$ cat config.mk
export PLATFORM = sky130hd
export DESIGN_NAME = ahb_lsu_manager_flat
export DESIGN_NICKNAME = d
export VERILOG_FILES = /design/src/rtl/ahb_lsu_manager_if.sv /design/src/rtl/ahb_lsu_manager.sv /design/src/flat_wrapper.sv
export SDC_FILE = /design/constraint.sdc
export NUM_CORES = 1
export LEC_CHECK = 0
export CORE_MARGIN = 10
export CORE_UTILIZATION = 49
export CTS_CLUSTER_SIZE = 8
export DETAILED_ROUTE_END_ITERATION = 10
export HOLD_SLACK_MARGIN = 0.05
export PLACE_DENSITY = 0.86
export SETUP_SLACK_MARGIN = 0.1
export SYNTH_ARGS = -nofsm -noshare
export SYNTH_HDL_FRONTEND = slang
export SYNTH_SLANG_ARGS = --single-unit
$ cat constraint.sdc
create_clock -name HCLK -period 4.3 [get_ports HCLK]
set_input_delay 0.645 -clock HCLK [delete_from_list [all_inputs] [get_ports HCLK]]
set_output_delay 0.645 -clock HCLK [all_outputs]
set_load 0.01 [all_outputs]
$ cat src/rtl/ahb_lsu_manager_if.sv
// Core-side request/response handshake plus the AHB-Lite manager bus for the LSU.
// The master modport is the manager's view; slave is the core plus subordinate side.
interface ahb_lsu_manager_if #(
    parameter int ADDR_WIDTH = 12,
    parameter int DATA_WIDTH = 32
);
    logic                  req_valid;
    logic                  req_ready;
    logic [ADDR_WIDTH-1:0] req_addr;
    logic                  req_we;
    logic [1:0]            req_size;
    logic                  req_unsigned;
    logic [DATA_WIDTH-1:0] req_wdata;
    logic                  rsp_valid;
    logic                  rsp_ready;
    logic [DATA_WIDTH-1:0] rsp_rdata;
    logic                  rsp_err;
    logic                  HSEL_MEM;
    logic [ADDR_WIDTH-1:0] HADDR;
    logic                  HWRITE;
    logic [2:0]            HSIZE;
    logic [2:0]            HBURST;
    logic [3:0]            HPROT;
    logic [1:0]            HTRANS;
    logic                  HMASTLOCK;
    logic [DATA_WIDTH-1:0] HWDATA;
    logic                  resp_read;
    logic [DATA_WIDTH-1:0] HRDATA;
    logic                  HREADY;
    logic                  HRESP;

    modport master (
        input  req_valid, req_addr, req_we, req_size, req_unsigned, req_wdata,
        input  rsp_ready, HRDATA, HREADY, HRESP,
        output req_ready, rsp_valid, rsp_rdata, rsp_err,
        output HSEL_MEM, HADDR, HWRITE, HSIZE, HBURST, HPROT, HTRANS, HMASTLOCK,
        output HWDATA, resp_read
    );

    modport slave (
        output req_valid, req_addr, req_we, req_size, req_unsigned, req_wdata,
        output rsp_ready, HRDATA, HREADY, HRESP,
        input  req_ready, rsp_valid, rsp_rdata, rsp_err,
        input  HSEL_MEM, HADDR, HWRITE, HSIZE, HBURST, HPROT, HTRANS, HMASTLOCK,
        input  HWDATA, resp_read
    );
endinterface

$ cat src/rtl/ahb_lsu_manager.sv
// AHB-Lite manager for the LSU: one single NONSEQ transfer at a time, with load
// lane extraction/extension, alignment checking and an optional data-phase timeout.
module ahb_lsu_manager #(
    parameter int ADDR_WIDTH = 12,
    parameter int DATA_WIDTH = 32,
    parameter int TIMEOUT    = 255
) (
    input logic               HCLK,
    input logic               HRESET,
    ahb_lsu_manager_if.master bus
);
    localparam int CNT_W = (TIMEOUT > 1) ? $clog2(TIMEOUT) : 1;

    typedef enum logic [1:0] {
        S_IDLE = 2'd0,
        S_ADDR = 2'd1,
        S_DATA = 2'd2,
        S_RESP = 2'd3
    } state_t;

    state_t                r_state;
    state_t                w_state_next;
    logic [ADDR_WIDTH-1:0] r_addr;
    logic                  r_we;
    logic [1:0]            r_size;
    logic                  r_unsigned;
    logic [DATA_WIDTH-1:0] r_wdata;
    logic [DATA_WIDTH-1:0] r_rdata;
    logic                  r_err;
    logic [CNT_W-1:0]      r_wait_cnt;

    logic                  w_misaligned;
    logic                  w_timeout;
    logic [7:0]            w_byte;
    logic [15:0]           w_half;
    logic [DATA_WIDTH-1:0] w_load_data;
    logic [DATA_WIDTH-1:0] w_wdata_rep;

    always_comb begin
        w_misaligned = 1'b0;
        case (bus.req_size)
            2'd0:    w_misaligned = 1'b0;
            2'd1:    w_misaligned = bus.req_addr[0];
            2'd2:    w_misaligned = |bus.req_addr[1:0];
            default: w_misaligned = 1'b1;
        endcase
    end

    // The counter holds the number of stalled cycles already seen, so the abort
    // fires on the stalled cycle that brings the total to TIMEOUT.
    generate
        if (TIMEOUT != 0) begin : g_timeout
            assign w_timeout = !bus.HREADY && (r_wait_cnt == CNT_W'(TIMEOUT - 1));
        end else begin : g_no_timeout
            assign w_timeout = 1'b0;
        end
    endgenerate

    always_comb begin
        w_byte = bus.HRDATA[{r_addr[1:0], 3'b000} +: 8];
        w_half = bus.HRDATA[{r_addr[1], 4'b0000} +: 16];
        case (r_size)
            2'd0:    w_load_data = {{(DATA_WIDTH-8){!r_unsigned && w_byte[7]}}, w_byte};
            2'd1:    w_load_data = {{(DATA_WIDTH-16){!r_unsigned && w_half[15]}}, w_half};
            default: w_load_data = bus.HRDATA;
        endcase
    end

    always_comb begin
        case (r_size)
            2'd0:    w_wdata_rep = {(DATA_WIDTH/8){r_wdata[7:0]}};
            2'd1:    w_wdata_rep = {(DATA_WIDTH/16){r_wdata[15:0]}};
            default: w_wdata_rep = r_wdata;
        endcase
    end

    always_ff @(posedge HCLK or posedge HRESET) begin
        if (HRESET) begin
            r_state <= S_IDLE;
        end else begin
            r_state <= w_state_next;
        end
    end

    always_comb begin
        w_state_next = r_state;
        case (r_state)
            S_IDLE: if (bus.req_valid) w_state_next = w_misaligned ? S_RESP : S_ADDR;
            S_ADDR: if (bus.HREADY) w_state_next = S_DATA;
            S_DATA: if (bus.HRESP || bus.HREADY || w_timeout) w_state_next = S_RESP;
            S_RESP: if (bus.rsp_ready) w_state_next = S_IDLE;
            default: w_state_next = S_IDLE;
        endcase
    end

    // Request capture and response formation; an error response always carries zero data.
    always_ff @(posedge HCLK or posedge HRESET) begin
        if (HRESET) begin
            r_addr     <= '0;
            r_we       <= 1'b0;
            r_size     <= 2'd0;
            r_unsigned <= 1'b0;
            r_wdata    <= '0;
            r_rdata    <= '0;
            r_err      <= 1'b0;
            r_wait_cnt <= '0;
        end else begin
            case (r_state)
                S_IDLE: begin
                    if (bus.req_valid) begin
                        r_addr     <= bus.req_addr;
                        r_we       <= bus.req_we;
                        r_size     <= bus.req_size;
                        r_unsigned <= bus.req_unsigned;
                        r_wdata    <= bus.req_wdata;
                        r_rdata    <= '0;
                        r_err      <= w_misaligned;
                    end
                end
                S_ADDR: begin
                    if (bus.HREADY) r_wait_cnt <= '0;
                end
                S_DATA: begin
                    if (bus.HRESP) begin
                        r_err   <= 1'b1;
                        r_rdata <= '0;
                    end else if (bus.HREADY) begin
                        r_err   <= 1'b0;
                        r_rdata <= r_we ? '0 : w_load_data;
                    end else if (w_timeout) begin
                        r_err   <= 1'b1;
                        r_rdata <= '0;
                    end else begin
                        r_wait_cnt <= r_wait_cnt + CNT_W'(1);
                    end
                end
                default: begin
                end
            endcase
        end
    end

    always_comb begin
        bus.req_ready = (r_state == S_IDLE);
        bus.rsp_valid = (r_state == S_RESP);
        bus.rsp_rdata = (r_state == S_RESP) ? r_rdata : '0;
        bus.rsp_err   = (r_state == S_RESP) && r_err;
        bus.HSEL_MEM  = (r_state == S_ADDR);
        bus.HTRANS    = (r_state == S_ADDR) ? 2'b10 : 2'b00;
        bus.HADDR     = (r_state == S_ADDR) ? r_addr : '0;
        bus.HWRITE    = (r_state == S_ADDR) && r_we;
        bus.HSIZE     = (r_state == S_ADDR) ? {1'b0, r_size} : 3'b000;
        bus.resp_read = (r_state == S_ADDR) && !r_we;
        bus.HWDATA    = (r_state == S_DATA) ? w_wdata_rep : '0;
        bus.HBURST    = 3'b000;
        bus.HPROT     = 4'b0011;
        bus.HMASTLOCK = 1'b0;
    end
endmodule

$ cat src/flat_wrapper.sv
// flat-port wrapper written by rule: the top's interface ports become plain ports
module ahb_lsu_manager_flat 
#(
    parameter int ADDR_WIDTH = 12,
    parameter int DATA_WIDTH = 32,
    parameter int TIMEOUT    = 255
)
  (HCLK, HRESET, bus_req_valid, bus_req_addr, bus_req_we, bus_req_size, bus_req_unsigned, bus_req_wdata, bus_rsp_ready, bus_HRDATA, bus_HREADY, bus_HRESP, bus_req_ready, bus_rsp_valid, bus_rsp_rdata, bus_rsp_err, bus_HSEL_MEM, bus_HADDR, bus_HWRITE, bus_HSIZE, bus_HBURST, bus_HPROT, bus_HTRANS, bus_HMASTLOCK, bus_HWDATA, bus_resp_read);
  ahb_lsu_manager_if #(.ADDR_WIDTH(ADDR_WIDTH), .DATA_WIDTH(DATA_WIDTH)) bus_i ();
  input logic HCLK;
  input logic HRESET;
  input wire logic [$bits(bus_i.req_valid)-1:0] bus_req_valid;
  input wire logic [$bits(bus_i.req_addr)-1:0] bus_req_addr;
  input wire logic [$bits(bus_i.req_we)-1:0] bus_req_we;
  input wire logic [$bits(bus_i.req_size)-1:0] bus_req_size;
  input wire logic [$bits(bus_i.req_unsigned)-1:0] bus_req_unsigned;
  input wire logic [$bits(bus_i.req_wdata)-1:0] bus_req_wdata;
  input wire logic [$bits(bus_i.rsp_ready)-1:0] bus_rsp_ready;
  input wire logic [$bits(bus_i.HRDATA)-1:0] bus_HRDATA;
  input wire logic [$bits(bus_i.HREADY)-1:0] bus_HREADY;
  input wire logic [$bits(bus_i.HRESP)-1:0] bus_HRESP;
  output wire logic [$bits(bus_i.req_ready)-1:0] bus_req_ready;
  output wire logic [$bits(bus_i.rsp_valid)-1:0] bus_rsp_valid;
  output wire logic [$bits(bus_i.rsp_rdata)-1:0] bus_rsp_rdata;
  output wire logic [$bits(bus_i.rsp_err)-1:0] bus_rsp_err;
  output wire logic [$bits(bus_i.HSEL_MEM)-1:0] bus_HSEL_MEM;
  output wire logic [$bits(bus_i.HADDR)-1:0] bus_HADDR;
  output wire logic [$bits(bus_i.HWRITE)-1:0] bus_HWRITE;
  output wire logic [$bits(bus_i.HSIZE)-1:0] bus_HSIZE;
  output wire logic [$bits(bus_i.HBURST)-1:0] bus_HBURST;
  output wire logic [$bits(bus_i.HPROT)-1:0] bus_HPROT;
  output wire logic [$bits(bus_i.HTRANS)-1:0] bus_HTRANS;
  output wire logic [$bits(bus_i.HMASTLOCK)-1:0] bus_HMASTLOCK;
  output wire logic [$bits(bus_i.HWDATA)-1:0] bus_HWDATA;
  output wire logic [$bits(bus_i.resp_read)-1:0] bus_resp_read;
  assign bus_i.req_valid = bus_req_valid;
  assign bus_i.req_addr = bus_req_addr;
  assign bus_i.req_we = bus_req_we;
  assign bus_i.req_size = bus_req_size;
  assign bus_i.req_unsigned = bus_req_unsigned;
  assign bus_i.req_wdata = bus_req_wdata;
  assign bus_i.rsp_ready = bus_rsp_ready;
  assign bus_i.HRDATA = bus_HRDATA;
  assign bus_i.HREADY = bus_HREADY;
  assign bus_i.HRESP = bus_HRESP;
  assign bus_req_ready = bus_i.req_ready;
  assign bus_rsp_valid = bus_i.rsp_valid;
  assign bus_rsp_rdata = bus_i.rsp_rdata;
  assign bus_rsp_err = bus_i.rsp_err;
  assign bus_HSEL_MEM = bus_i.HSEL_MEM;
  assign bus_HADDR = bus_i.HADDR;
  assign bus_HWRITE = bus_i.HWRITE;
  assign bus_HSIZE = bus_i.HSIZE;
  assign bus_HBURST = bus_i.HBURST;
  assign bus_HPROT = bus_i.HPROT;
  assign bus_HTRANS = bus_i.HTRANS;
  assign bus_HMASTLOCK = bus_i.HMASTLOCK;
  assign bus_HWDATA = bus_i.HWDATA;
  assign bus_resp_read = bus_i.resp_read;
  ahb_lsu_manager #(.ADDR_WIDTH(ADDR_WIDTH), .DATA_WIDTH(DATA_WIDTH), .TIMEOUT(TIMEOUT)) u_core (.HCLK(HCLK), .HRESET(HRESET), .bus(bus_i));
endmodule
==> results of run 1 <==
==> synthesized netlist by cell type, drive strengths merged, types with 12 or more instances <==
cell / instances
a21oi: 38
and2: 57
buf: 24
clkbuf: 25
dfrtp: 91
mux2: 48
mux2i: 27
nand2: 63
nand2b: 13
nor2: 30
nor3: 12
o21ai: 38
==> power by group <==
group	internal, mW	switching (mW)	leakage [nW]
Combinational	1.18	1.21	1.73
Sequential	1.22	0.361	1.15
Clock	0.362	0.312	0.114
==> stage by stage <==
step	hold slack (ns)	total power [mW]
6_report	0.468	4.65
5_1_grt	0.495	4.97
4_1_cts	0.470	4.66
3_5_place_dp	0.450	3.98
3_3_place_gp	0.446	3.88
2_1_floorplan	0.431	2.99
==> critical path: cells and delay by family, from the launching register on <==
family	cells	cell delay (ns)
buf+inv	3	1.25
fa+ha+maj	1	0.50
flops	1	0.43
compound gates	1	0.32
==> area by class of cell <==
| class | instances | share of cell area |
|---|---|---|
| Timing Repair Buffer | 178 | 0.248 |
| Clock buffer | 13 | 0.0224 |
| Sequential cell | 91 | 0.320 |
| Clock inverter | 3 | 0.00968 |
| Multi-Input combinational cell | 400 | 0.372 |
| Inverter | 7 | 0.00387 |
| Tap cell | 136 | 0.0239 |
==> routing by layer <==
layer	global-route usage	vias to the layer above	routed length [microns]
met3	0.0978	27	2140
met5	0	-	0
li1	-	2148	-
met1	0.257	2214	6460
met4	0.0707	0	286
met2	0.328	237	7340
==> state kept, by name, indices dropped and copies added (netlist names) <==
register / flops
u_core.r_err: 1
u_core.r_wdata: 32
u_core.r_rdata: 32
u_core.r_size: 2
u_core.r_addr: 12
u_core.r_wait_cnt: 8
u_core.r_unsigned: 1
u_core.r_state: 2
u_core.r_we: 1
==> cell families after synthesis <==
group           count (synthesis)  share of synthesized area
compound gates                116                      0.139
xor+xnor                        2                    0.00340
fa+ha+maj                       6                     0.0146
buf+inv                        56                     0.0522
flops                          91                      0.442
mux                            75                      0.157
other cells                     2                    0.00146
simple gates                  191                      0.191
==> worst paths after layout <==
path | slack, ns | endpoint | cells past startpoint
hold reg to reg | 0.47 | u_core.r_rdata[0]$_DFFE_PP0P_ | 2
max in group asynchronous | 2.85 | u_core.r_wdata[23]$_DFFE_PP0P_ | 3
setup / recovery | 0.77 | bus_HWDATA[10] | 5
hold / removal | 0.47 | u_core.r_rdata[0]$_DFFE_PP0P_ | 2
setup reg to reg | 1.15 | u_core.r_rdata[5]$_DFFE_PP0P_ | 8
min in group asynchronous | 0.63 | u_core.r_wait_cnt[7]$_DFFE_PP0P_ | 2
==> key figures, run 1 <==
Timing
  • Min cycle time layout: 3.53 ns
  • Max-slew headroom: 0.240
  • Setup violation total in the final timing report: 0
  • RSZ-0062 raised after global routing: false
  • Setup_tns: 0 ns
  • Max Freq: 0.283 GHz
  • Fin. max-slew vios: 0
  • Final period util: 0.821
  • Fin worst setup slack: 0.768 ns
  • Clock skew: 0.0177 ns
  • Final Hold Vio Count: 0
  • Worst-Margin Slew: 1.14 ns

Floorplanning
  • Core footprint: 10300 sq um
  • Initial core utilization: 0.502
  • Die Wd: 123 microns
  • Die area: 15000 sq um
  • Row cnt: 37
  • # IOs: 181
  • Die H: 123 microns

Placed design
  • Placer Congestion: 0.936
  • Number of port buffers: 170
  • DPL Wire Length: 12200 microns
  • Placed instance area: 6880 sq um
  • DP Cell Count: 812
  • Pre-CTS WS: 1.15 ns

Critical path
  • CP Cell Sequence: inv_1 -> ha_1 -> inv_1 -> a21oi_1 -> clkdlybuf4s50_1
  • Maximum fanout along the worst path: 29
  • Crit path kind: reg -> out
  • Crit. Startpoint: u_core.r_state[0]$_DFFE_PP0P_
  • Critical Path AT: 2.89 ns
  • CP max stage cell: clkdlybuf4s50_1
  • WP data required: 3.65 ns
  • FF-to-FF Start: u_core.r_state[0]$_DFFE_PP0P_
  • Critical Path End Type: primary output
  • Worst setup SP type: flip-flop
  • Most Frequent Cell on Critical Path: inv_1
  • CP max stage delay: 0.59 ns

Clocking
  • PostCTS Resize Cnt: 0
  • Worst-Skew Late Latency: 0.38 ns
  • Clock slew at reported path FFs: 0.10 ns
  • CTS Root Cell: clkbuf_8
  • CTS tree: built
  • Hold Buf Count CTS: 0
  • Num CTS Buffers: 9
  • Clock Path Buffers: 2
  • Max H-tree Level: 3
  • Post-CTS Setup Inserts: 0
  • Clk sink count: 91

Global route
  • Total gr overflow: 0
  • Largest net degree at the start of global routing: 49
  • Initial antenna violation count: 0
  • GRT Total Usage: 0.212
  • First-pass GRT wire length: 25100 microns
  • Vias in the first global route: 4678

Drt
  • Routed Antenna Nets: 0
  • Drt wl/cell: 19.6 microns
  • DR iter-0 viols: 381
  • 1st-pass router iterations: 6
  • Final wirelength: 16200 microns
  • Via/cell ratio: 5.59
  • Drt drc: 0
  • Via Count: 4626

Outcome
  • Outcome: complete, no violations

Synthesis
  • Synth top area share: 0.442
  • Avg Cell Area, Syn: 9.57 sq um
  • Mapped cell area: 5160 sq um
  • Share of flip-flops with an asynchronous set or reset: 1.00
  • YS warnings: 0
  • Count of different cell masters after synthesis: 47
  • Seq/Total Area, Yosys: 0.442
  • Post-synth EDFFs: 0
  • Area leader, netlist: dfrtp_1
  • Yosys reg bits: 91
  • Largest cells by area after synthesis: dfrtp_1 (44%), mux2_2 (10%), and2_1 (6.9%)
  • Prevailing post-synth register cell: dfrtp_1
  • Cells after synthesis: 539

Layout
  • Most frequent cells in the layout: clkdlybuf4s50_1 (170), dfrtp_1 (90), nand2_1 (61)
  • Finished Core Util: 0.692
  • Footprint of the multi-input gates: 2640 sq um
  • Ant diodes: 0
  • Nets: 779
  • Final Cell Area: 7110 sq um
  • Fill cells: 812
  • Layout cells sized above 1: 0.114
  • Commonest non-fill, non-tap cell in the layout: clkdlybuf4s50_1
  • Sequential Area: 2280 sq um
  • Post-Layout Cell Count: 828
  • P&R area growth vs syn: 37.8%

Power
  • PwrDens: 653 nW/um^2
  • P_leak: 2.99 nW
  • IR drop worst, VDD: 0.000413 V

Hold path
  • Hold crit path type: reg -> reg
  • Hold_sp: u_core.r_rdata[0]$_DFFE_PP0P_

Run
  • Max_cap viols: 0
Note: power is estimated with default switching activity, not from simulation.
==> inputs of run 2 (changes only) <==
--- a/config.mk
+++ b/config.mk
@@ -6,11 +6,11 @@
 export NUM_CORES = 1
 export LEC_CHECK = 0
 export CORE_MARGIN = 10
-export CORE_UTILIZATION = 49
+export CORE_UTILIZATION = 46
 export CTS_CLUSTER_SIZE = 8
 export DETAILED_ROUTE_END_ITERATION = 10
 export HOLD_SLACK_MARGIN = 0.05
-export PLACE_DENSITY = 0.86
+export PLACE_DENSITY = 0.81
 export SETUP_SLACK_MARGIN = 0.1
 export SYNTH_ARGS = -nofsm -noshare
 export SYNTH_HDL_FRONTEND = slang
==> constraint.sdc (replaced) <==
create_clock -name HCLK -period 3.6 [get_ports HCLK]
set_input_delay 0.54 -clock HCLK [delete_from_list [all_inputs] [get_ports HCLK]]
set_output_delay 0.54 -clock HCLK [all_outputs]
set_load 0.01 [all_outputs]
==> key figures, run 2 (synthesized netlist as in run 1, its figures left out) <==
Outcome
  • Outcome: complete, no violations

Critical path
  • Crit path kind: reg -> out
  • Maximum fanout along the worst path: 29 (unchanged)
  • FF-to-FF setup slack: 1.10 ns (-0.05 ns)
  • FF-to-FF Start: u_core.r_state[0]$_DFFE_PP0P_
  • FF-to-FF path depth: 8 (unchanged)
  • Worst setup SP type: flip-flop
  • Critical Path End Type: primary output
  • WP data required: 3.06 ns (-0.59 ns)
  • Critical Path AT: 2.55 ns (-0.34 ns)
  • RR Endpoint: u_core.r_err$_DFFE_PP0P_

Global route
  • Vias in the first global route: 4789 (+2.4%)
  • Initial antenna violation count: 0 (unchanged)
  • GRT Total Usage: 0.200 (-0.0118)
  • Total gr overflow: 0 (unchanged)
  • Largest net degree at the start of global routing: 47 (-4.1%)
  • First-pass GRT wire length: 26100 microns (+3.9%)

Clocking
  • Worst-Skew Late Latency: 0.37 ns (about the same)
  • Post-CTS Setup Inserts: 0 (unchanged)
  • Clock slew at reported path FFs: 0.09 ns (about the same)
  • Clock Path Buffers: 2 (unchanged)
  • Hold Buf Count CTS: 0 (unchanged)
  • PostCTS Resize Cnt: 0 (unchanged)
  • Num CTS Buffers: 9 (unchanged)
  • Max H-tree Level: 3 (unchanged)
  • CTS tree: built
  • CTS Root Cell: clkbuf_8
  • Clk sink count: 91 (unchanged)

Hold path
  • Hold EP: u_core.r_rdata[0]$_DFFE_PP0P_
  • Hold path cells: 2 (unchanged)
  • Hold_sp: u_core.r_rdata[0]$_DFFE_PP0P_
  • Hold crit path type: reg -> reg

Power
  • Clock power frac: 0.140 (-0.005)
  • P_sw: 2.26 mW (+20%)
  • Sequential power share: 0.336 (-0.005)
  • PwrDens: 775 nW/um^2 (+19%)
  • Combinational Power Share: 0.525 (+0.011)
  • Switching part of the total: 0.408 (+0.00405)
  • IR drop worst, VDD: 0.000519 V (+26%)
  • Int Pwr: 3.27 mW (+18%)
  • P_leak: 3.00 nW (+0.33%)

Timing
  • Final Hold Vio Count: 0 (unchanged)
  • Setup_tns: 0 ns (unchanged)
  • Max-slew headroom: 0.269 (+0.0286)
  • Clock skew: 0.0116 ns (-0.00614 ns)
  • RSZ-0062 raised after global routing: false
  • Setup violation total in the final timing report: 0 (unchanged)
  • Final period util: 0.858
  • Min cycle time layout: 3.09 ns
  • Worst-Margin Slew: 1.09 ns (-0.0470 ns)
  • Hold Slack: 0.475 ns (+0.00784 ns)
  • Fin. max-slew vios: 0 (unchanged)
  • Fin worst setup slack: 0.513 ns (-0.256 ns)
  • Max Freq: 0.324 GHz

Drt
  • Via/cell ratio: 5.53 (-1.1%)
  • Via Count: 4608 (-0.39%)
  • Final wirelength: 16300 microns (+0.48%)
  • Drt drc: 0 (unchanged)
  • DR iter-0 viols: 514 (+35%)
  • 1st-pass router iterations: 4 (-2)
  • Drt wl/cell: 19.5 microns (-0.24%)
  • Routed Antenna Nets: 0 (unchanged)

Layout
  • P&R area growth vs syn: 38.2%
  • Most frequent cells in the layout: clkdlybuf4s50_1 (170), dfrtp_1 (90), nand2_1 (61)
  • Final Cell Area: 7130 sq um (+0.28%)
  • Finished Core Util: 0.655 (-0.0370)
  • Nets: 781 (+0.26%)
  • Biggest regs: u_core.r_rdata (32), u_core.r_wdata (32), u_core.r_addr (12)
  • Commonest non-fill, non-tap cell in the layout: clkdlybuf4s50_1
  • Ant diodes: 0 (unchanged)
  • Layout cells sized above 1: 0.120 (+0.00543)
  • Fill cells: 899 (+11%)

Floorplanning
  • Die Wd: 126 microns (+2.7%)
  • Core footprint: 10900 sq um (+5.9%)
  • # IOs: 181 (unchanged)
  • Die area: 15800 sq um (+5.4%)
  • Initial core utilization: 0.474 (-0.0281)
  • Die H: 126 microns (+2.7%)
  • Row cnt: 38 (+2.7%)

Run
  • Max_cap viols: 0 (unchanged)

Placed design
  • Placed instance area: 6910 sq um (+0.47%)
  • Number of port buffers: 170 (unchanged)
  • Pre-CTS WS: 0.914 ns (-0.235 ns)
  • DPL Wire Length: 12300 microns (+0.72%)
  • Placer Congestion: 0.864 (-7.7%)
run 2: power groups by stage:
stage / Combinational, mW / Sequential [mW] / Clock (mW)
floorplan: 1.90 / 1.67 / 0
global placement: 2.81 / 1.85 / 0
detailed placement: 2.90 / 1.87 / 0
CTS: 2.92 / 1.85 / 0.780
global route: 3.17 / 1.92 / 0.829
finish: 2.90 / 1.85 / 0.771
run 2: how the worst max path moves through the flow:
stage                                  start                      endpoint  depth (start not counted)
2_1_floorplan                         HRESET  u_core.r_addr[0]$_DFFE_PP0P_                          1
3_3_place_gp    u_core.r_size[1]$_DFFE_PP0P_                bus_HWDATA[12]                          4
3_5_place_dp   u_core.r_state[0]$_DFFE_PP0P_                bus_HWDATA[30]                          6
4_1_cts        u_core.r_state[0]$_DFFE_PP0P_                bus_HWDATA[30]                          6
5_1_grt        u_core.r_state[0]$_DFFE_PP0P_                bus_HWDATA[19]                          6
6_report       u_core.r_state[0]$_DFFE_PP0P_                bus_HWDATA[19]                          6
run 2: critical path, stage by stage (launching register included):
cell and delay (ns):
dfrtp_1 0.41, inv_1 0.09, ha_1 0.20, buf_4 0.19
inv_1 0.64, nor2_1 0.13, clkdlybuf4s50_1 0.52
run 2: final cells by class:
type	instances	area, sq um	area share
clock inverter	7	91.3	0.0128
timing repair buffer	180	1790	0.251
inverter	7	27.5	0.00386
multi-input combinational	400	2640	0.371
tap	140	175	0.0246
sequential	91	2280	0.320
clock buffer	9	124	0.0174
run 2: routing by layer:
layer | global-route usage | wire [microns] | up-vias
li1 | - | - | 2155
met1 | 0.244 | 6670 | 2196
met2 | 0.315 | 7480 | 238
met3 | 0.0881 | 1910 | 19
met4 | 0.0543 | 237 | 0
met5 | 0 | 0 | -
run 2: through the flow:
stage | cells | power, mW
after floorplan | 547 | 3.57
after global placement | 818 | 4.66
after detailed placement | 818 | 4.77
after global routing | 834 | 5.92
after CTS | 834 | 5.55
final | 834 | 5.52
==> edit 1, RTL diff (flow settings as in run 2) <==
Re-encode `state_t` (4 states) as Gray code, 2 bits wide.
--- a/src/rtl/ahb_lsu_manager.sv
+++ b/src/rtl/ahb_lsu_manager.sv
@@ -12,10 +12,10 @@
     localparam int CNT_W = (TIMEOUT > 1) ? $clog2(TIMEOUT) : 1;
 
     typedef enum logic [1:0] {
-        S_IDLE = 2'd0,
-        S_ADDR = 2'd1,
-        S_DATA = 2'd2,
-        S_RESP = 2'd3
+        S_IDLE = 2'b00,
+        S_ADDR = 2'b01,
+        S_DATA = 2'b11,
+        S_RESP = 2'b10
     } state_t;
 
     state_t                r_state;
Function: same outputs for any inputs over 4 cycles, from zero or initial values and one cycle with HRESET high; so few cycles prove little.
==> edit 1 against run 2 <==
  * Setup slack worse by 110 ps
  * Sequential cell count unchanged
  * Total power rose by 3.8%
  * Synthesized area increased by 5.0%
  * Design area up 5.2%
  * Register-to-register slack got worse by 490 ps
  * Sequential share of layout area fell by 1.6 points
  * Wire length is 1.1% higher
==> edit 1: results (changes against run 2) <==
| Metric | Value |
|---|---|
| Run status | finished, final reports clean |
| Largest net degree at the start of global routing | 61 (+30%) |
| Vias in the first global route | 4879 (+1.9%) |
| Main area contributors after synthesis | dfrtp_1 (42%), mux2_2 (12%), and2_1 (6.6%) |
| Clock Tree Buf Depth | 2 (unchanged) |
| Yosys warns | 0 (unchanged) |
| Slew margin rel. | 21.0% (-5.9 points) |
| Static Leakage | 3.14 nW (+4.6%) |
| Critical path fanouts, max | 38 (+31%) |
| Initial antenna violation count | 1 (+1) |
| Fillers | 905 (+0.67%) |
| Avg WL per Cell | 20.0 µm (+2.5%) |
| Post-synth top cells | dfrtp_1 (91), mux2_2 (58), and2_1 (57) |
| Number of H-tree levels | 3 (unchanged) |
| Clock share of power | 18.6% (+4.6 points) |
| Cell variety after synth | 57 (+21%) |
| Skew final | 9.04 ps (-2.54 ps) |
| CP top delay family | adder cells |
| Critical Path Max Stage Delay | 960 ps (+320 ps) |
| Root Driver | clkbuf_16 |
| Port Buffer Count | 170 (unchanged) |
| Adder-Cell Fraction of Synth Area | 1.39% (-0.069 points) |
| Slowest CP cell | ha_1 |
| First-pass GRT wire length | 25.9 mm (-0.87%) |
| Largest registers | u_core.r_rdata: 32 flops, u_core.r_wdata: 32 flops, u_core.r_addr: 12 flops |
| Power per cell area | 764 mW/mm² (-1.4%) |
| Placement Setup Slack | 668 ps (-246 ps) |
| Power Combinational | 0.00285 W (-2%) |
| Detailed-route via count | 4585 (-0.50%) |
| Gr usage total | 19.4% (-0.62 points) |
| Switch Pwr | 0.00219 W (-3.0%) |
| Critical Path AT | 2660 ps (+110 ps) |
| Ratio of cells with drive above 1 in the final layout | 15.5% (+3.5 points) |
| Routability Congestion | 0.866 (+0.23%) |
| Synth Area in XOR/XNOR | 0.485% (+0.15 points) |
| Latest clock arrival within the worst-skew pair | 350 ps (-20 ps) |
| Mux share of post-synthesis cell area | 16.7% (+0.99 points) |
| Num CTS Buffers | 9 (unchanged) |
| Nets | 766 (-1.9%) |
| Drt pass-1 iters | 5 (+1) |
| Reg clk slew, reported paths | 60 ps (-30 ps) |
| Peak supply drop | 0.447 mV (-14%) |
| Post-synthesis compound-gate area fraction | 17.8% (+3.9 points) |
| Iter 0 DRT Violations | 291 (-43%) |
| Seq/Total Area, Yosys | 42.1% (-2.1 points) |
| Post-CTS Setup Inserts | 0 (unchanged) |
| Dpl cell area | 0.00716 mm² (+3.6%) |
| R2R depth | 4 (-4) |
| Hold Path Depth | 1 (-1) |
| DP HPWL | 12.4 mm (+0.76%) |
## edit 1: changes by cell type after synthesis, sizes merged, moves of 9 or more
cell	change
a31oi	+9
mux2	+11
nand2b	-12
a21oi	-9
nand2	-23
a21boi	+15
o2bb2ai	+13
nor2	-20
## edit 1: area by class of cell
class                           count  share of cell area (%)
Antenna cell                        1                  0.0334
Clock buffer                       11                    3.37
Clock inverter                      5                    1.13
Inverter                            8                   0.417
Multi-Input combinational cell    382                    38.3
Sequential cell                    91                    30.4
Tap cell                          143                    2.38
Timing Repair Buffer              182                    24.0
## edit 1: routing by layer
layer | up-vias | GRT usage (%) | share of wire [%]
met1 | 2239 | 22.3 | 40
met2 | 186 | 32.3 | 48
li1 | 2140 | - | -
met4 | 0 | 5.50 | 1.4
met5 | - | 0 | 0
met3 | 20 | 8.17 | 11
## edit 1: path summary, 6_finish.rpt
path | slack [ps] | end | from
setup / recovery | 400 | bus_HWDATA[11] | u_core.r_state[1]$_DFFE_PP0P_
hold / removal | 490 | u_core.r_rdata[10]$_DFFE_PP0P_ | u_core.r_rdata[10]$_DFFE_PP0P_
setup reg to reg | 610 | u_core.r_rdata[22]$_DFFE_PP0P_ | u_core.r_state[1]$_DFFE_PP0P_
hold reg to reg | 490 | u_core.r_rdata[10]$_DFFE_PP0P_ | u_core.r_rdata[10]$_DFFE_PP0P_
max in group asynchronous | 2330 | u_core.r_addr[8]$_DFFE_PP0P_ | HRESET
min in group asynchronous | 570 | u_core.r_wdata[26]$_DFFE_PP0P_ | HRESET
## edit 1: through the flow
stage	hold slack, ps	std cells	power (W)
floorplan	448	529	0.00361
global placement	466	806	0.00455
detailed placement	473	806	0.00466
CTS	488	822	0.00575
global route	505	822	0.00609
finish	486	823	0.00573
==> edit 2, RTL diff (settings of run 2) <==
Made on the original files. `ADDR_WIDTH` is set to 12 in 3 places; all go to 11.
--- a/src/rtl/ahb_lsu_manager_if.sv
+++ b/src/rtl/ahb_lsu_manager_if.sv
@@ -1,7 +1,7 @@
 // Core-side request/response handshake plus the AHB-Lite manager bus for the LSU.
 // The master modport is the manager's view; slave is the core plus subordinate side.
 interface ahb_lsu_manager_if #(
-    parameter int ADDR_WIDTH = 12,
+    parameter int ADDR_WIDTH = 11,
     parameter int DATA_WIDTH = 32
 );
     logic                  req_valid;
--- a/src/rtl/ahb_lsu_manager.sv
+++ b/src/rtl/ahb_lsu_manager.sv
@@ -1,7 +1,7 @@
 // AHB-Lite manager for the LSU: one single NONSEQ transfer at a time, with load
 // lane extraction/extension, alignment checking and an optional data-phase timeout.
 module ahb_lsu_manager #(
-    parameter int ADDR_WIDTH = 12,
+    parameter int ADDR_WIDTH = 11,
     parameter int DATA_WIDTH = 32,
     parameter int TIMEOUT    = 255
 ) (
--- a/src/flat_wrapper.sv
+++ b/src/flat_wrapper.sv
@@ -1,7 +1,7 @@
 // flat-port wrapper written by rule: the top's interface ports become plain ports
 module ahb_lsu_manager_flat 
 #(
-    parameter int ADDR_WIDTH = 12,
+    parameter int ADDR_WIDTH = 11,
     parameter int DATA_WIDTH = 32,
     parameter int TIMEOUT    = 255
 )
Ports: changed (resized bus_HADDR and bus_req_addr); port bits go from 181 to 179. No check against the original RTL was run, so the function may have changed too.
==> edit 2 against run 2 <==
  * Clock skew fell by 6.9 ps
  * Sequential cell count fell by 1
  * First-iteration DRC count fell by 32%
  * Setup slack improved by 150 ps
  * Total power rose by 3.0%
  * Synthesized area rose by 5.6%
  * Hold slack improved by 8.1 ps
  * Design area rose by 4.5%
  * Fmax rose by 5.2%
  * Wire length fell by 1.9%
  * Critical path type unchanged
  * Highest routed layer unchanged
==> edit 2: results (changes against run 2) <==
| Metric | Value |
|---|---|
| Run status | finished, final reports clean |
| Vias in the first global route | 4794 (+0.10%) |
| RR Startpoint | u_core.r_size[0]$_DFFE_PP0P_ |
| Gr usage total | 19.0% (-1.0 points) |
| DR WL met3 | 1.93 mm (+0.84%) |
| Largest net degree at the start of global routing | 52 (+11%) |
| Static Leakage | 3.22 nW (+7.3%) |
| Final Util | 64.7% (-0.77 points) |
| Skew final | 4.69 ps (-6.89 ps) |
| Critical Path AT | 2390 ps (-160 ps) |
| Adder-Cell Fraction of Synth Area | 1.38% (-0.077 points) |
| Reg clk slew, reported paths | 60 ps (-30 ps) |
| Post-synth top cells | dfrtp_1 (90), and2_1 (64), mux2_1 (56) |
| DP HPWL | 11.8 mm (-3.7%) |
| First-pass GRT wire length | 25.4 mm (-2.5%) |
| R2r endpoint | u_core.r_rdata[7]$_DFFE_PP0P_ |
| Routed met1 length | 6.68 mm (about the same) |
| Latest clock arrival within the worst-skew pair | 330 ps (-40 ps) |
| Seq/Total Area, Yosys | 41.4% (-2.8 points) |
| Critical path fanouts, max | 18 (-38%) |
| Worst hold slack | 484 ps (+8.07 ps) |
| Met1 Usage GRT | 22.7% (-1.6 points) |
| Syn Inst Count | 531 (-1.5%) |
| Mux share of post-synthesis cell area | 16.1% (+0.41 points) |
| Largest registers | u_core.r_rdata: 32 flops, u_core.r_wdata: 32 flops, u_core.r_addr: 11 flops |
| Fraction of area in registers | 30.2% (-1.7 points) |
## edit 2: cell types whose count changed after synthesis, moves of 11 or more
cell / change
a21o_1: +17
mux2_1: +56
nor3_1: -12
nand2_1: -19
nor2_1: -25
a21oi_1: -24
mux2_2: -46
o21ai_0: -22
a22o_1: +14
o21ai_1: +11
## edit 2: power breakdown
part / internal (W) / switching (W) / total, W / leakage (nW)
clock network: 0.000664 / 0.000386 / 0.00105 / 0.165
logic: 0.00141 / 0.00137 / 0.00278 / 1.92
registers: 0.00141 / 0.000452 / 0.00186 / 1.14
total: 0.00348 / 0.00221 / 0.00569 / 3.22
## edit 2: worst max-delay path by stage
stage | from | endpoint | slack [ps] | cells past startpoint
floorplan | HRESET | u_core.r_addr[0]$_DFFE_PP0P_ | 720 | 1
global placement | u_core.r_size[1]$_DFFE_PP0P_ | bus_HWDATA[10] | 1100 | 4
detailed placement | u_core.r_size[0]$_DFFE_PP0P_ | bus_HWDATA[9] | 1060 | 4
CTS | u_core.r_state[1]$_DFFE_PP0P_ | bus_rsp_rdata[11] | 650 | 3
global route | u_core.r_size[0]$_DFFE_PP0P_ | bus_HWDATA[12] | 470 | 4
finish | u_core.r_size[0]$_DFFE_PP0P_ | bus_HWDATA[13] | 670 | 4
## edit 2: kinds of logic after synthesis
kind of cell / after synthesis
adder cells (fa/ha/maj): 6
multiplexers: 80
other: 2
AND/OR/NAND/NOR: 174
AO/OA/AOI/OAI: 121
flip-flops: 90
buffers and inverters: 58
## edit 2: critical path, stage by stage, from the launching register on
cell and delay, ps:
dfrtp_1 640, nor2_1 580, nand2_1 110, a21boi_1 150
clkdlybuf4s50_1 570
